File: src/rtl/mc_control_fsm_pkg.sv
// Shared encodings for the multicycle CPU control path: opcodes, FSM states,
// and the ALU / operand / PC mux codes also used by the datapath ALU control decoder.
package mc_pkg;

  localparam int OPC_W = 6;

  localparam logic [OPC_W-1:0] OP_RTYPE = 6'b000000;
  localparam logic [OPC_W-1:0] OP_J     = 6'b000010;
  localparam logic [OPC_W-1:0] OP_BEQ   = 6'b000100;
  localparam logic [OPC_W-1:0] OP_BNE   = 6'b000101;
  localparam logic [OPC_W-1:0] OP_ADDI  = 6'b001000;
  localparam logic [OPC_W-1:0] OP_ANDI  = 6'b001100;
  localparam logic [OPC_W-1:0] OP_ORI   = 6'b001101;
  localparam logic [OPC_W-1:0] OP_LW    = 6'b100011;
  localparam logic [OPC_W-1:0] OP_SW    = 6'b101011;
  localparam logic [OPC_W-1:0] OP_HALT  = 6'b111111;

  typedef enum logic [3:0] {
    S_FETCH    = 4'd0,
    S_DECODE   = 4'd1,
    S_EXEC_R   = 4'd2,
    S_EXEC_I   = 4'd3,
    S_MEM_ADDR = 4'd4,
    S_MEM_RD   = 4'd5,
    S_MEM_WR   = 4'd6,
    S_WB_MEM   = 4'd7,
    S_WB_ALU   = 4'd8,
    S_BRANCH   = 4'd9,
    S_JUMP     = 4'd10,
    S_HALT     = 4'd11
  } state_e;

  localparam logic [1:0] ALUOP_ADD   = 2'b00;
  localparam logic [1:0] ALUOP_SUB   = 2'b01;
  localparam logic [1:0] ALUOP_FUNCT = 2'b10;
  localparam logic [1:0] ALUOP_IMM   = 2'b11;

  localparam logic [1:0] ASB_REG     = 2'b00;
  localparam logic [1:0] ASB_FOUR    = 2'b01;
  localparam logic [1:0] ASB_IMM     = 2'b10;
  localparam logic [1:0] ASB_IMM_SH2 = 2'b11;

  localparam logic [1:0] PCSRC_ALU    = 2'b00;
  localparam logic [1:0] PCSRC_ALUOUT = 2'b01;
  localparam logic [1:0] PCSRC_JUMP   = 2'b10;

endpackage

File: src/rtl/mc_control_fsm.sv
// Multicycle CPU control FSM: Moore outputs decoded from state, with FETCH and
// BRANCH PC/IR writes gated by mem_ready and the branch test; owns the retired counter.
module mc_control_fsm
  import mc_pkg::*;
#(
  parameter int CNT_W = 16,
  parameter int OP_W  = 6
) (
  input  logic             clk,
  input  logic             rst,
  input  logic [OP_W-1:0]  opcode,
  input  logic             zero,
  input  logic             mem_ready,
  output logic             pc_write,
  output logic             ir_write,
  output logic             mem_read,
  output logic             mem_write,
  output logic             iord,
  output logic             reg_write,
  output logic             reg_dst,
  output logic             mem_to_reg,
  output logic             alu_src_a,
  output logic [1:0]       alu_src_b,
  output logic [1:0]       alu_op,
  output logic [1:0]       pc_src,
  output logic             halted,
  output logic             illegal_op,
  output logic [CNT_W-1:0] retired,
  output logic [3:0]       state_dbg
);

  state_e           state_q, state_d;
  logic             reg_dst_q, reg_dst_d;
  logic [CNT_W-1:0] retired_q;
  logic             retire;
  logic [OPC_W-1:0] op;

  assign op        = OPC_W'(opcode);
  assign retired   = retired_q;
  assign state_dbg = state_q;

  always_ff @(posedge clk) begin
    if (rst) begin
      state_q   <= S_FETCH;
      reg_dst_q <= 1'b0;
      retired_q <= '0;
    end else begin
      state_q   <= state_d;
      reg_dst_q <= reg_dst_d;
      if (retire) retired_q <= retired_q + 1'b1;
    end
  end

  always_comb begin
    state_d    = state_q;
    reg_dst_d  = reg_dst_q;
    retire     = 1'b0;
    pc_write   = 1'b0;
    ir_write   = 1'b0;
    mem_read   = 1'b0;
    mem_write  = 1'b0;
    iord       = 1'b0;
    reg_write  = 1'b0;
    reg_dst    = 1'b0;
    mem_to_reg = 1'b0;
    alu_src_a  = 1'b0;
    alu_src_b  = ASB_REG;
    alu_op     = ALUOP_ADD;
    pc_src     = PCSRC_ALU;
    halted     = 1'b0;
    illegal_op = 1'b0;

    case (state_q)
      S_FETCH: begin
        mem_read  = 1'b1;
        alu_src_b = ASB_FOUR;
        pc_write  = mem_ready;
        ir_write  = mem_ready;
        if (mem_ready) state_d = S_DECODE;
      end
      S_DECODE: begin
        // Precompute the branch target into ALUOut while the opcode decodes.
        alu_src_b = ASB_IMM_SH2;
        case (op)
          OP_RTYPE:                 state_d = S_EXEC_R;
          OP_ADDI, OP_ANDI, OP_ORI: state_d = S_EXEC_I;
          OP_LW, OP_SW:             state_d = S_MEM_ADDR;
          OP_BEQ, OP_BNE:           state_d = S_BRANCH;
          OP_J:                     state_d = S_JUMP;
          OP_HALT: begin
            state_d = S_HALT;
            retire  = 1'b1;
          end
          default: begin
            illegal_op = 1'b1;
            retire     = 1'b1;
            state_d    = S_FETCH;
          end
        endcase
      end
      S_EXEC_R: begin
        alu_src_a = 1'b1;
        alu_op    = ALUOP_FUNCT;
        reg_dst_d = 1'b1;
        state_d   = S_WB_ALU;
      end
      S_EXEC_I: begin
        alu_src_a = 1'b1;
        alu_src_b = ASB_IMM;
        alu_op    = ALUOP_IMM;
        reg_dst_d = 1'b0;
        state_d   = S_WB_ALU;
      end
      S_WB_ALU: begin
        reg_write = 1'b1;
        reg_dst   = reg_dst_q;
        retire    = 1'b1;
        state_d   = S_FETCH;
      end
      S_MEM_ADDR: begin
        alu_src_a = 1'b1;
        alu_src_b = ASB_IMM;
        state_d   = (op == OP_SW) ? S_MEM_WR : S_MEM_RD;
      end
      S_MEM_RD: begin
        mem_read = 1'b1;
        iord     = 1'b1;
        if (mem_ready) state_d = S_WB_MEM;
      end
      S_MEM_WR: begin
        mem_write = 1'b1;
        iord      = 1'b1;
        if (mem_ready) begin
          retire  = 1'b1;
          state_d = S_FETCH;
        end
      end
      S_WB_MEM: begin
        reg_write  = 1'b1;
        mem_to_reg = 1'b1;
        retire     = 1'b1;
        state_d    = S_FETCH;
      end
      S_BRANCH: begin
        alu_src_a = 1'b1;
        alu_op    = ALUOP_SUB;
        pc_src    = PCSRC_ALUOUT;
        pc_write  = (op == OP_BNE) ? ~zero : zero;
        retire    = 1'b1;
        state_d   = S_FETCH;
      end
      S_JUMP: begin
        pc_write = 1'b1;
        pc_src   = PCSRC_JUMP;
        retire   = 1'b1;
        state_d  = S_FETCH;
      end
      S_HALT: halted = 1'b1;
      default: state_d = S_FETCH;
    endcase

    // Reset overrides any in-progress wait and silences every output the datapath sees.
    if (rst) begin
      pc_write   = 1'b0;
      ir_write   = 1'b0;
      mem_read   = 1'b0;
      mem_write  = 1'b0;
      iord       = 1'b0;
      reg_write  = 1'b0;
      reg_dst    = 1'b0;
      mem_to_reg = 1'b0;
      alu_src_a  = 1'b0;
      alu_src_b  = ASB_REG;
      alu_op     = ALUOP_ADD;
      pc_src     = PCSRC_ALU;
      halted     = 1'b0;
      illegal_op = 1'b0;
    end
  end

endmodule

File: config.mk
export PLATFORM = sky130hd
export DESIGN_NAME = mc_control_fsm
export DESIGN_NICKNAME = d
export VERILOG_FILES = /design/src/rtl/mc_control_fsm_pkg.sv /design/src/rtl/mc_control_fsm.sv
export SDC_FILE = /design/constraint.sdc
export NUM_CORES = 1
export LEC_CHECK = 0
export CORE_MARGIN = 3
export CORE_UTILIZATION = 50
export DETAILED_ROUTE_END_ITERATION = 16
export DONT_BUFFER_PORTS = 1
export GPL_ROUTABILITY_DRIVEN = 1
export PLACE_DENSITY = 0.65
export RECOVER_POWER = 25
export SLEW_MARGIN = 20
export SYNTH_ARGS = -nofsm -noshare
export SYNTH_HDL_FRONTEND = slang
export SYNTH_SLANG_ARGS = --single-unit
export TNS_END_PERCENT = 20
File: constraint.sdc
create_clock -name clk -period 6 [get_ports clk]
set_clock_uncertainty 0.2 [all_clocks]
set_input_delay 0.6 -clock clk [delete_from_list [all_inputs] [get_ports clk]]
set_output_delay 0.6 -clock clk [all_outputs]
set_load 0.005 [all_outputs]
# Word level (Yosys, flattened, before mapping)
# Index checks and enable logic that the tools add are counted.
# word_totals
reg_bits,21
output_inout_bits,37
# classes
n_addsub,1
eq_ne,23
muxes,40
n_bitwise,2
n_reduce_logical,16
# ops
operator,n
$pmux W4 S7,1
$mux W1,25
$pmux W4 S6,1
$eq A6 B4 Y1 const B,3
$eq A6 B6 Y1 const B,3
$add A16 B1 Y16 const B,1
$eq A4 B3 Y1 const B,4
$eq A4 B4 Y1 const B,4
$reduce_or A2 Y1,7
$eq A6 B3 Y1 const B,2
$mux W4,3
$pmux W2 S3,2
$reduce_or A10 Y1,1
$reduce_or A9 Y1,1
$eq A4 B2 Y1 const B,2
$mux W2,4
$reduce_or A4 Y1,2
$eq A6 B2 Y1 const B,1
$logic_not A6 Y1,1
$ne A2 B2 Y1 const B,3
$pmux W1 S3,2
$eq A4 B1 Y1 const B,1
$logic_not A4 Y1,1
$pmux W2 S2,1
5 further kinds,6

# Longest topological paths before layout
# Gate-level depths: netlist (run 1).
# depth
word_depth,5
ltp_mapped,9
ltp_nobuf,6

# Worst setup path before layout (run 1)
# OpenSTA, ideal clock, no wires.
# synth_timing
kind,input to output
start,input port opcode[1]
end,output port pc_write
t_arrival_ns,1.960
required_time_ns,5.200
setup_slack_ns,3.240
cell_stages,7
path_buffers,1
cell_sequence,or3_1 -> buf_4 -> or2_2 -> xnor2_1 -> a31o_2 -> a32oi_1 -> nor3_1
# synth_via
elab_chain_len,4
# synth_lines
item,line_no,rtl
from (decl),mc_control_fsm.sv:11,"input logic [OP_W-1:0] opcode,"
$eq A6 B3 Y1,mc_control_fsm.sv:148,pc_write = (op == OP_BNE) ? ~zero : zero;
$mux W1,mc_control_fsm.sv:148,
$pmux W1 S3,mc_control_fsm.sv:73,case (state_q)
$mux W1,mc_control_fsm.sv:163,if (rst) begin
to (decl),mc_control_fsm.sv:14,"output logic pc_write,"
# No other way between the ends.

# Worst setup path in the final report (run 1)
# layout_timing
start,"register state_q[0], in the netlist state_dbg[0]"
end,"register retired_q[15], in the netlist retired[15]"
# layout_via
elab_chain_len,3
word_cells_on_any_way,8
# layout_lines
item,line_no,rtl
from (decl),mc_control_fsm.sv:32,"state_e state_q, state_d;"
from (signal assigned),mc_control_fsm.sv:48,state_q <= state_d;
$eq A4 B4 Y1 or $eq A4 B3 Y1 (tied branches),mc_control_fsm.sv:73,
$reduce_or A4 Y1 (no line),-,
$pmux W1 S3 (*),mc_control_fsm.sv:73,
to (signal assigned),mc_control_fsm.sv:50,if (retire) retired_q <= retired_q + 1'b1;
to (decl),mc_control_fsm.sv:34,logic [CNT_W-1:0] retired_q;
# Mark *: on every way between the ends. The rest lies on a longest branch, timed or not.
# A chain may end at the register's enable or synchronous reset.

==> run_results.csv, run 1 <==
group,metric,value,unit
outcome,outcome,"finished clean",
synthesis,synth-edff-count,0,
grt,grt_pass1_vias,1237,
synthesis,yosys_register_bits,21,
timing,finalCritPeriodShare,0.478,
timing,rsz0062_at_grt,"no",
timing,period_needed,2.87,ns
setup_path,arrival,2.92,ns
clock_network,cts_buffer_depth,2,
place,gp_congestion,0.799,
synthesis,netlist-cell-type-count,44,
synthesis,yosys-top-cells-area,"dfxtp_1 29%, xnor2_1 9.7%, nor2_1 7.5%",
power_and_ir_drop,p_leak,0.441,nW
power_and_ir_drop,fin_total_pwr,0.247,mW
die,core-area,0.00261,mm2
clock_network,insertion_delay,0.31,ns
clock_network,clkSinkCount,21,
place,dp_hpwl,2430,um
clock_network,cts_inserted_buffers,3,
grt,grt_first_pass_wirelength,5490,um
setup_path,path_max_fanout,16,
hold_path,min_to,"state_dbg[3]$_SDFFE_PP0P_",
setup_path,worstPathRequired,6.05,ns
power_and_ir_drop,power_per_cell_area,169,mW/mm2
timing,setup_ws,3.13,ns
setup_path,critPathLaunchType,"register",
place,dp_slack,3.17,ns
timing,slew_headroom,0.523,
setup_path,r2r_end,"retired[15]$_SDFFE_PP0P_",
flow_run,maxCapViolCount,0,
grt,grt_max_degree,36,
setup_path,r2r_start,"state_dbg[0]$_SDFFE_PP0P_",
routing,viasPerCell,6.41,
die,die_area,0.00358,mm2
timing,finalSetupTns,0,ns
synthesis,ys_warn_count,0,
place,dpl.cell_count,213,
grt,grt_overflow,0,
routing,drc,0,
timing,tightestPinTransition,0.716,ns
synthesis,syn-num-nets,209,
synthesis,postSynthCellCount,198,
routing,drtAntennaViolNets,0,
synthesis,synth.cell_area,0.00145,mm2
hold_path,hold_class,"primary input to register",
routing,dr.pass1.iters,4,
routing,drt_iter0_drc,107,
synthesis,synth_top_area_cell,"dfxtp_1",
timing,slew_violations,0,
grt,grt_util_all_layers,0.194,
clock_network,cts_resized,0,
timing,hold_violations,0,
final_layout,stdcell_area,0.00146,mm2
final_layout,n_antenna_cell,0,
clock_network,cts_root_buf,"clkbuf_4",
die,rows,18,
final_layout,final_layout_size_suffix_gt1_frac,0.0695,
routing,vias,1390,
hold_path,worstHoldPathCells,1,
die,die_w,59.9,um
grt,antenna_found_initial,0,
synthesis,postSynth.asyncResetShare,0,
setup_path,crit_type,"register to register",
clock_network,post_cts_buffers,0,
die,ios,47,
synthesis,avgSynthCellArea,7.32,um2
clock_network,cts.clk_slew.worst_paths,0.11,ns
timing,setup_viol,0,
power_and_ir_drop,ir_drop,0.159,mV
die,start_util,0.555,
final_layout,mostFrequentLayoutCell,"nor2_1",
routing,drt_wl_total,3390,um
setup_path,endpoint_kind,"register",
place,place_area,0.00142,mm2
synthesis,synth_top_area_frac,0.290,
hold_path,min-delay-start,"rst",
final_layout,finalNonFillerCells,217,
final_layout,fin_nets,199,
final_layout,final_cell_mix,"29 x nor2_1, 21 x dfxtp_1, 16 x xnor2_1",
place,port_buffers,0,
clock_network,cts_tree,"built",
final_layout,syn2layout_area_growth,0.345,%
die,dieHeight,59.9,um
clock_network,cts_max_level,1,
synthesis,ys.flop_type,"dfxtp_1",
routing,wl_per_cell,15.6,um
clock_network,cts.hold.buffers_added,0,
synthesis,ys_seq_area_frac,0.290,
setup_path,rrSetupSlack,3.13,ns
setup_path,reg2reg_depth,6,
timing,fmax,349,MHz
setup_path,crit_start,"state_dbg[0]$_SDFFE_PP0P_",
## per-stage QoR
step	hold slack, ns	utilization
after CTS	0.130	0.556
after floorplan	0.274	-
final	0.146	0.557
after global routing	0.118	0.557
after detailed placement	0.294	0.545
after global placement	0.293	0.545
## power breakdown
part	internal, mW	total, mW	switching (mW)	leakage, nW
logic	0.0127	0.0295	0.0168	0.254
clock network	0.0249	0.0680	0.0431	0.0177
registers	0.142	0.149	0.00716	0.170
total	0.179	0.247	0.0671	0.441
## cells in the mapped netlist (2+ instances only)
cell type / n
nand3b_1: 2
nor3_1: 11
nor2b_1: 3
a21oi_1: 15
nand3_1: 10
nor2_1: 29
o21ai_0: 6
dfxtp_1: 21
clkbuf_1: 11
a32oi_1: 2
xnor2_1: 16
or3_1: 4
o31ai_1: 2
inv_1: 7
a211oi_1: 3
and3_1: 6
nand2b_1: 2
a211oi_2: 4
or2_2: 2
nor4_1: 3
nand2_1: 14
buf_2: 3
## sequential cells by signal, summed over array words and instances (netlist names)
signal,count
reg_dst_q,1
retired,16
state_dbg,4
## worst max-delay path by stage
stage | cells after the start | slack [ns] | endpoint
final | 6 | 3.13 | retired[15]$_SDFFE_PP0P_
after global routing | 6 | 2.94 | retired[15]$_SDFFE_PP0P_
after CTS | 6 | 3.13 | retired[15]$_SDFFE_PP0P_
after detailed placement | 6 | 3.17 | retired[15]$_SDFFE_PP0P_
after global placement | 6 | 3.20 | pc_write
after floorplan | 7 | 3.24 | pc_write
## logic make-up (layout without fill, tap and decap cells)
group,after synthesis,in the layout,synth area share
flip-flops,21,21,0.290
AO/OA/AOI/OAI,44,44,0.215
AND/OR/NAND/NOR,93,93,0.321
multiplexers,1,1,0.00690
XOR/XNOR,16,16,0.0966
adder cells (fa/ha/maj),1,1,0.00863
buffers and inverters,22,11,0.0621
## worst max-delay path, cell delays in order (launching register included)
cell and delay [ns]:
dfxtp_1 0.69, and2b_1 0.26, o211ai_1 0.09, or4b_1 0.80
a21o_1 0.30, or3_1 0.34, a21oi_1 0.13
## cell type report
class | instances | area (um2)
Tap cell | 30 | 37.5
Fill cell | 272 | 1160
Inverter | 7 | 26.3
Multi-Input combinational cell | 155 | 943
Sequential cell | 21 | 420
Clock buffer | 3 | 22.5
Clock inverter | 1 | 5.00
## routing by layer
layer / GRT usage / vias to the layer above / wire, um
met5: 0 / - / 0
met4: 0.0253 / 0 / 0
met3: 0.0648 / 0 / 264
met2: 0.292 / 51 / 1510
met1: 0.277 / 656 / 1610
li1: - / 683 / -
Power figures use the tool's default switching activity.
==> run 2, diff against run 1 <==
==> constraint.sdc (replaced) <==
create_clock -name clk -period 2.8 [get_ports clk]
set_clock_uncertainty 0.2 [all_clocks]
set_input_delay 0.28 -clock clk [delete_from_list [all_inputs] [get_ports clk]]
set_output_delay 0.28 -clock clk [all_outputs]
set_load 0.005 [all_outputs]
==> run_results.csv, run 2 (synthesized netlist as in run 1, its figures left out) <==
group,metric,value,unit
timing,period_needed,2.32,ns
die,ios,47,
grt,grt_max_degree,23,
final_layout,syn2layout_area_growth,3.88,%
power_and_ir_drop,p_leak,0.474,nW
clock_network,cts_tree,"built",
setup_path,critPathLaunchType,"register",
place,dp_hpwl,2440,um
final_layout,multiInputGateArea,940,um2
grt,grt_pass1_vias,1217,
clock_network,cts_max_level,1,
power_and_ir_drop,ir_drop,0.413,mV
clock_network,cts_root_buf,"clkbuf_4",
grt,antenna_found_initial,0,
timing,holdWs,0.0582,ns
final_layout,finalNonFillerCells,224,
final_layout,fin_nets,206,
routing,wl_per_cell,15.2,um
final_layout,fillers,253,
die,start_util,0.555,
die,rows,18,
final_layout,final_cell_mix,"29 x nor2_1, 21 x dfxtp_1, 16 x xnor2_1",
hold_path,hold_class,"primary input to register",
die,core-area,0.00261,mm2
timing,slew_headroom,0.455,
timing,tightestPinTransition,0.817,ns
flow_run,maxCapViolCount,0,
timing,setup_viol,0,
timing,setup_ws,0.482,ns
place,gp_congestion,0.810,
routing,drt_iter0_drc,89,
setup_path,endpoint_kind,"register",
place,dp_slack,0.533,ns
die,die_w,59.9,um
setup_path,crit_type,"register to register",
final_layout,largest_register_ff_count,16,
final_layout,mostFrequentLayoutCell,"nor2_1",
timing,rsz0062_at_grt,"no",
timing,finalSetupTns,0,ns
timing,slew_violations,0,
routing,viasPerCell,6.19,
grt,grt_overflow,0,
timing,finalCritPeriodShare,0.828,
routing,drt_wl_total,3400,um
final_layout,seq_area,420,um2
grt,grt_first_pass_wirelength,5520,um
setup_path,worstPathRequired,2.83,ns
final_layout,utilization,0.577,
power_and_ir_drop,power_per_cell_area,357,mW/mm2
power_and_ir_drop,fin_total_pwr,0.538,mW
setup_path,path_max_fanout,14,
final_layout,final_layout_size_suffix_gt1_frac,0.0928,
clock_network,cts.clk_slew.worst_paths,0.12,ns
clock_network,cts_inserted_buffers,3,
die,dieHeight,59.9,um
place,port_buffers,0,
clock_network,insertion_delay,0.30,ns
place,dpl.cell_count,219,
final_layout,n_antenna_cell,0,
routing,drtAntennaViolNets,0,
timing,hold_violations,0,
routing,dr.pass1.iters,4,
timing,fmax,431,MHz
clock_network,cts_buffer_depth,2,
routing,drc,0,
die,die_area,0.00358,mm2
clock_network,clkSinkCount,21,
routing,vias,1386,
setup_path,arrival,2.35,ns
final_layout,stdcell_area,0.00151,mm2
outcome,outcome,"finished clean",
place,place_area,0.00147,mm2
grt,grt_util_all_layers,0.194,
## run 2: worst max-delay path, stage by stage (launching register included)
cell      delay (ns)
dfxtp_1         0.33
and2b_1         0.24
o211ai_1        0.09
or4b_1          0.50
buf_4           0.21
a21o_1          0.20
or3_1           0.34
a21oi_1         0.13
## run 2: timing repair
item	4_1_cts	5_1_grt
endpoints found under the hold margin	21	0
buffers inserted	0	0
resized for setup	0	0
setup endpoints to repair	0	0
hold buffers	1	0
## run 2: power breakdown
| part | leakage [nW] | internal [mW] | total (mW) | switching (mW) |
|---|---|---|---|---|
| Combinational | 0.287 | 0.0327 | 0.0838 | 0.0511 |
| Sequential | 0.170 | 0.304 | 0.311 | 0.00674 |
| Clock | 0.0177 | 0.0532 | 0.144 | 0.0909 |
| Total | 0.474 | 0.390 | 0.538 | 0.149 |
## run 2: routing by layer
layer  wire, um  up-vias  track usage
li1           -      696            -
met1       1590      622        0.275
met2       1490       66        0.293
met3        312        2       0.0562
met4         13        0       0.0316
met5          0        -            0
## run 2: path summary, 6_finish.rpt
check / from / to / slack, ns / cells past startpoint
min reg2reg: retired[15]$_SDFFE_PP0P_ / retired[15]$_SDFFE_PP0P_ / 0.32 / 2
min: opcode[3] / state_dbg[1]$_SDFFE_PP0P_ / 0.06 / 2
max: state_dbg[3]$_SDFFE_PP0P_ / retired[15]$_SDFFE_PP0P_ / 0.48 / 7
max reg2reg: state_dbg[3]$_SDFFE_PP0P_ / retired[15]$_SDFFE_PP0P_ / 0.48 / 7
## run 2: cell type report
class                   count  share of cell area
flip-flops and latches     21               0.279
clock inverters             1             0.00332
well taps                  30              0.0249
multi-input cells         155               0.624
repair buffers              7              0.0365
inverters                   7              0.0174
clock buffers               3              0.0150
